`config.mk`:
```
export PLATFORM = sky130hd
export DESIGN_NAME = pipeline_hazard_ctrl
export DESIGN_NICKNAME = d
export VERILOG_FILES = /design/src/rtl/riscv_pipe_pkg.sv /design/src/rtl/fwd_sel.sv /design/src/rtl/pipeline_hazard_ctrl.sv
export SDC_FILE = /design/constraint.sdc
export NUM_CORES = 1
export LEC_CHECK = 0
export BUFFER_PORTS_ARGS = -buffer_cell sky130_fd_sc_hd__buf_2
export CORE_ASPECT_RATIO = 0.8
export CORE_UTILIZATION = 35
export CTS_CLUSTER_SIZE = 16
export DETAILED_ROUTE_END_ITERATION = 7
export PLACE_DENSITY = 0.76
export SLEW_MARGIN = 20
export SYNTH_ARGS = -nofsm -noshare
export SYNTH_HDL_FRONTEND = slang
export SYNTH_SLANG_ARGS = --single-unit
```
`constraint.sdc`:
```
create_clock -name clk -period 1.4 [get_ports clk]
set_input_delay 0.07 -clock clk [delete_from_list [all_inputs] [get_ports clk]]
set_output_delay 0.07 -clock clk [all_outputs]
set_load 0.02 [all_outputs]
```
`src/rtl/riscv_pipe_pkg.sv`:
```
// Shared constants and types for the five-stage RV32I pipeline control logic.
package riscv_pipe_pkg;

  localparam logic [1:0] FWD_RF  = 2'b00;
  localparam logic [1:0] FWD_WB  = 2'b01;
  localparam logic [1:0] FWD_MEM = 2'b10;

  localparam logic [1:0] RESULTSRC_LOAD = 2'b01;

  typedef enum logic {
    IDLE  = 1'b0,
    STALL = 1'b1
  } hz_state_t;

endpackage

```
`src/rtl/fwd_sel.sv`:
```
// Combinational ALU operand-forwarding select for one EX-stage source register.
module fwd_sel
  import riscv_pipe_pkg::*;
#(
  parameter int unsigned REG_ADDR_W = 5
) (
  input  logic [REG_ADDR_W-1:0] rs,
  input  logic [REG_ADDR_W-1:0] rd_m,
  input  logic                  regwrite_m,
  input  logic [REG_ADDR_W-1:0] rd_w,
  input  logic                  regwrite_w,
  output logic [1:0]            fwd
);

  // MEM is the younger producer, so it wins over WB; x0 is never forwarded.
  always_comb begin
    fwd = FWD_RF;
    if (regwrite_m && (rd_m != '0) && (rd_m == rs)) begin
      fwd = FWD_MEM;
    end else if (regwrite_w && (rd_w != '0) && (rd_w == rs)) begin
      fwd = FWD_WB;
    end
  end

endmodule

```
`src/rtl/pipeline_hazard_ctrl.sv`:
```
// Hazard/forwarding controller: operand forwarding, load-use stalls, redirect flushes.
// Optional perf counters (stall_cnt, flush_cnt) enabled by defining HAZARD_PERF_EN.
module pipeline_hazard_ctrl
  import riscv_pipe_pkg::*;
#(
  parameter int unsigned REG_ADDR_W = 5,
  parameter int unsigned LOAD_STALL = 1
) (
  input  logic                  clk,
  input  logic                  rst,
  input  logic [REG_ADDR_W-1:0] rs1_d,
  input  logic [REG_ADDR_W-1:0] rs2_d,
  input  logic                  use_rs1_d,
  input  logic                  use_rs2_d,
  input  logic [REG_ADDR_W-1:0] rs1_e,
  input  logic [REG_ADDR_W-1:0] rs2_e,
  input  logic [REG_ADDR_W-1:0] rd_e,
  input  logic                  regwrite_e,
  input  logic [1:0]            resultsrc_e,
  input  logic                  pcsrc_e,
  input  logic [REG_ADDR_W-1:0] rd_m,
  input  logic [REG_ADDR_W-1:0] rd_w,
  input  logic                  regwrite_m,
  input  logic                  regwrite_w,
  output logic [1:0]            fwd_a_e,
  output logic [1:0]            fwd_b_e,
  output logic                  stall_f,
  output logic                  stall_d,
  output logic                  flush_d,
`ifdef HAZARD_PERF_EN
  output logic                  flush_e,
  output logic [31:0]           stall_cnt,
  output logic [31:0]           flush_cnt
`else
  output logic                  flush_e
`endif
);

  localparam logic [2:0] CntLoad = 3'(LOAD_STALL - 1);

  hz_state_t  state_q, state_d;
  logic [2:0] cnt_q, cnt_d;
  logic       lu;
  logic       stall;
  logic [1:0] fwd_a, fwd_b;

  fwd_sel #(
    .REG_ADDR_W (REG_ADDR_W)
  ) u_fwd_a (
    .rs         (rs1_e),
    .rd_m       (rd_m),
    .regwrite_m (regwrite_m),
    .rd_w       (rd_w),
    .regwrite_w (regwrite_w),
    .fwd        (fwd_a)
  );

  fwd_sel #(
    .REG_ADDR_W (REG_ADDR_W)
  ) u_fwd_b (
    .rs         (rs2_e),
    .rd_m       (rd_m),
    .regwrite_m (regwrite_m),
    .rd_w       (rd_w),
    .regwrite_w (regwrite_w),
    .fwd        (fwd_b)
  );

  // regwrite_e is implied by a load and is not needed for detection.
  logic unused_regwrite_e;
  assign unused_regwrite_e = regwrite_e;

  assign lu = (resultsrc_e == RESULTSRC_LOAD) && (rd_e != '0) &&
              ((use_rs1_d && (rs1_d == rd_e)) || (use_rs2_d && (rs2_d == rd_e)));

  // cnt holds the stall cycles still owed, including the current one.
  always_comb begin
    state_d = state_q;
    cnt_d   = cnt_q;
    stall   = 1'b0;
    if (pcsrc_e) begin
      state_d = IDLE;
      cnt_d   = '0;
    end else begin
      unique case (state_q)
        IDLE: begin
          if (lu) begin
            stall = 1'b1;
            if (LOAD_STALL > 1) begin
              state_d = STALL;
              cnt_d   = CntLoad;
            end
          end
        end
        STALL: begin
          stall = 1'b1;
          if (cnt_q <= 3'd1) begin
            state_d = IDLE;
            cnt_d   = '0;
          end else begin
            cnt_d = cnt_q - 3'd1;
          end
        end
        default: begin
          state_d = IDLE;
          cnt_d   = '0;
        end
      endcase
    end
  end

  always_ff @(posedge clk) begin
    if (rst) begin
      state_q <= IDLE;
      cnt_q   <= '0;
    end else begin
      state_q <= state_d;
      cnt_q   <= cnt_d;
    end
  end

  assign fwd_a_e = rst ? FWD_RF : fwd_a;
  assign fwd_b_e = rst ? FWD_RF : fwd_b;
  assign stall_f = !rst && stall;
  assign stall_d = !rst && stall;
  assign flush_d = !rst && pcsrc_e;
  assign flush_e = !rst && (stall || pcsrc_e);

`ifdef HAZARD_PERF_EN
  logic [31:0] stall_cnt_q, flush_cnt_q;

  always_ff @(posedge clk) begin
    if (rst) begin
      stall_cnt_q <= '0;
      flush_cnt_q <= '0;
    end else begin
      if (stall_d) stall_cnt_q <= stall_cnt_q + 32'd1;
      if (pcsrc_e) flush_cnt_q <= flush_cnt_q + 32'd1;
    end
  end

  assign stall_cnt = stall_cnt_q;
  assign flush_cnt = flush_cnt_q;
`endif

endmodule
```
==> metrics.md <==
| Metric | Value |
|---|---|
| DRC | 0 |
| Chip height | 40.9 um |
| R2R depth | 6 |
| Layout cells sized above 1 | 0.510 |
| Setup crit start | rs1_e[4] |
| Fin crit share | 0.994 |
| Net Switching | 182 uW |
| Worst path cell trace | buf_8, xor2_2, or4_4, nor4_4, buf_4 |
| Min setup slack post-route | 8.26 ps |
| Cell depth of the worst hold path | 2 |
| DPL Wire Length | 1590 um |
| Status | complete, no violations |
| Origin of the critical flop-to-flop path | cnt_q[1] |
| VDD IR max | 0.000343 V |
| Core area | 1690 um^2 |
| RR Endpoint | cnt_q[0] |
| Final worst path period need | 1390 ps |
| Max-slew violation count | 0 |
| Starting DRT DRC Count | 12 |
| P_leak | 0.492 nW |
| Clk Latency, worst-skew pair | 250 ps |
| Final setup viols | 0 |
| YS warnings | 0 |
| Most common cell in the netlist | xor2_1 |
| Clk sinks | 4 |
| Mean Syn Cell Area | 7.77 um^2 |
| Fin util | 0.660 |
| Sequential share of power | 0.216 |
| Initial antenna violation count | 0 |
| Synth unique cells | 29 |
| Startpoint type of the worst setup path | input port |
| Routed vias/inst | 4.89 |
| Crit. End Element | output pin |
| Post-synth EDFFs | 0 |
| Clock share of power | 0.294 |
| DP Worst Slack | -114 ps |
| Htree depth | 1 |
| Cell count after synthesis | 85 |
| Final Power | 529 uW |
| Top-area cell type share of the netlist area | 0.212 |
| Final ANT Viol Nets | 0 |
| Root buffer cell | clkbuf_4 |
| Routed wire length | 2020 um |
| Slew headroom | 0.799 |
| TritonCTS clock tree | built |
| Wirelength per Cell | 12.1 um |
| I/O pin total | 53 |
| Hold Crit Class | input port to register |
| Congestion Overflow GR | 0 |
| Ys flop type | dfxtp_1 |
| Inserted Clock Buffers | 3 |
| Switch share | 0.344 |
| Placed inst area | 998 um^2 |
| Rows | 13 |
| Comb power frac | 0.490 |
| Critical path fanouts, max | 2 |
| Cell at the slowest stage of the critical path | or4_4 |
| Final hold vios | 0 |
| CP Data Required Time | 1330 ps |
| Clk pin slew, worst setup/hold paths | 40 ps |
| RePlAce Congestion | 0.792 |
| Seq/Total Area, Yosys | 0.121 |
| Reg2Reg Setup Slack | 60 ps |
| Antenna diodes | 0 |
| Nets@finish | 194 |
| Post-route cell area | 1120 um^2 |
| Number of global-route vias before repair | 812 |
| Path type of the worst setup path | input port to output pin |
| Synthesized area | 661 um^2 |
| Placed instance count | 163 |
| Synth top area cells | xor2_1 (21%), xnor2_1 (19%), dfxtp_1 (12%) |
| Area grow syn2layout | 68.9% |
| First-pass GRT wire length | 3280 um |
| Setup crit end | fwd_a_e[0] |
| CP peak stage delay | 550 ps |
| IO Port Bufs | 51 |
| Least-Margin Pin Slew | 301 ps |
| DIE WIDTH | 50.6 um |
| Top cells by count, synth | xor2_1 (16), xnor2_1 (14), nor3_1 (7), nand2_1 (5) |
| Max cap viols | 0 |
| Largest net degree at the start of global routing | 10 |
| Finished Layout Cells | 167 |
| Clk_skew | 3.54 ps |
| Via Count | 816 |
| Synth async-reset ratio | 0 |
| Overall Global Routing Usage | 0.223 |
| RSZ-0062 raised after global routing | yes |
| Synth Register Bits | 4 |
| Pre-antenna DRT Iters | 4 |
| Die area | 2070 um^2 |
| PwrDens | 474 nW/um^2 |
| Initial core utilization | 0.391 |
| Clk buf depth | 2 |
| Internal | 347 uW |
| Syn Nets | 132 |
| Worst Path Arrival | 1320 ps |
| Fmax | 719 MHz |
| Synth area leader | xor2_1 |
## power groups by stage
stage	logic [mW]	clock network, mW	registers (mW)
2_1_floorplan	0.107	0	0.116
3_3_place_gp	0.223	0	0.116
3_5_place_dp	0.229	0	0.116
4_1_cts	0.242	0.153	0.115
5_1_grt	0.282	0.170	0.114
6_report	0.259	0.156	0.114
## metal layers
layer	part of all wire	track usage	wire length (um)	vias to the layer above
met1	0.39	0.228	795	360
met2	0.54	0.463	1090	35
li1	-	-	-	417
met3	0.058	0.0667	118	4
met4	0.011	0.0556	22	0
met5	0	0	0	-
## logic make-up after synthesis
logic type                 count (synthesis)  share of synthesized area
and+or+nand+nor                           33                      0.290
AOI/OAI and AO/OA                         11                      0.108
buffers and inverters                      4                     0.0284
adders and majority gates                  2                     0.0379
DFF                                        4                      0.121
muxes                                      1                     0.0170
xor gates and xnor gates                  30                      0.398
## layout by cell type (no fill, tap or decap), types with 2 or more instances in the layout
cell type | Yosys | layout
clkbuf_4 | 0 | 3
nor2b_1 | 2 | 2
ha_1 | 2 | 2
xor2_1 | 16 | 15
xnor2_1 | 14 | 14
nor2_1 | 2 | 2
dfxtp_1 | 4 | 4
nand3_1 | 3 | 3
nor3_1 | 7 | 4
or4_4 | 0 | 2
a21oi_1 | 2 | 2
nor3_2 | 1 | 3
nand2b_1 | 2 | 2
inv_1 | 2 | 2
nand2_1 | 5 | 5
o21ai_1 | 1 | 3
nor4_1 | 4 | 3
buf_2 | 0 | 43
buf_4 | 1 | 11
buf_6 | 0 | 4
## area by class of cell
type                    count  area, um^2
multi-input cells          77         621
fillers                   159         576
repair buffers             59         358
flip-flops and latches      4        80.1
well taps                  22        27.5
clock buffers               3        22.5
inverters                   2        7.51
## what timing repair did
| action | 4_1_cts | 5_1_grt |
|---|---|---|
| pin swaps | 8 | 5 |
| setup buffers | 0 | 1 |
| setup endpoints to repair | 2 | 5 |
| resized for setup | 9 | 10 |
| hold buffers | 0 | 0 |
## worst min-delay path by stage
stage / slack [ps] / startpoint / end
finish: 70 / pcsrc_e / cnt_q[0]
global route: 80 / pcsrc_e / cnt_q[0]
CTS: 70 / pcsrc_e / cnt_q[0]
detailed placement: 320 / pcsrc_e / cnt_q[0]
global placement: 320 / pcsrc_e / cnt_q[0]
floorplan: 150 / pcsrc_e / cnt_q[0]
## registers in the layout, indices dropped and copies added, names as in the netlist
signal   count
state_q      1
cnt_q        3
## stage by stage
stage                     hold WS [ps]  setup TNS, ps
after floorplan                    146              0
after global placement             317           -103
after detailed placement           319           -134
after CTS                         67.7              0
after global routing              76.5          -43.9
final                             70.9              0
## worst max-delay path, delay by kind of cell
| family | cells | cell delay (ps) |
|---|---|---|
| xor gates and xnor gates | 1 | 150 |
| buffers and inverters | 2 | 270 |
| and+or+nand+nor | 2 | 820 |
Power figures use the tool's default switching activity.
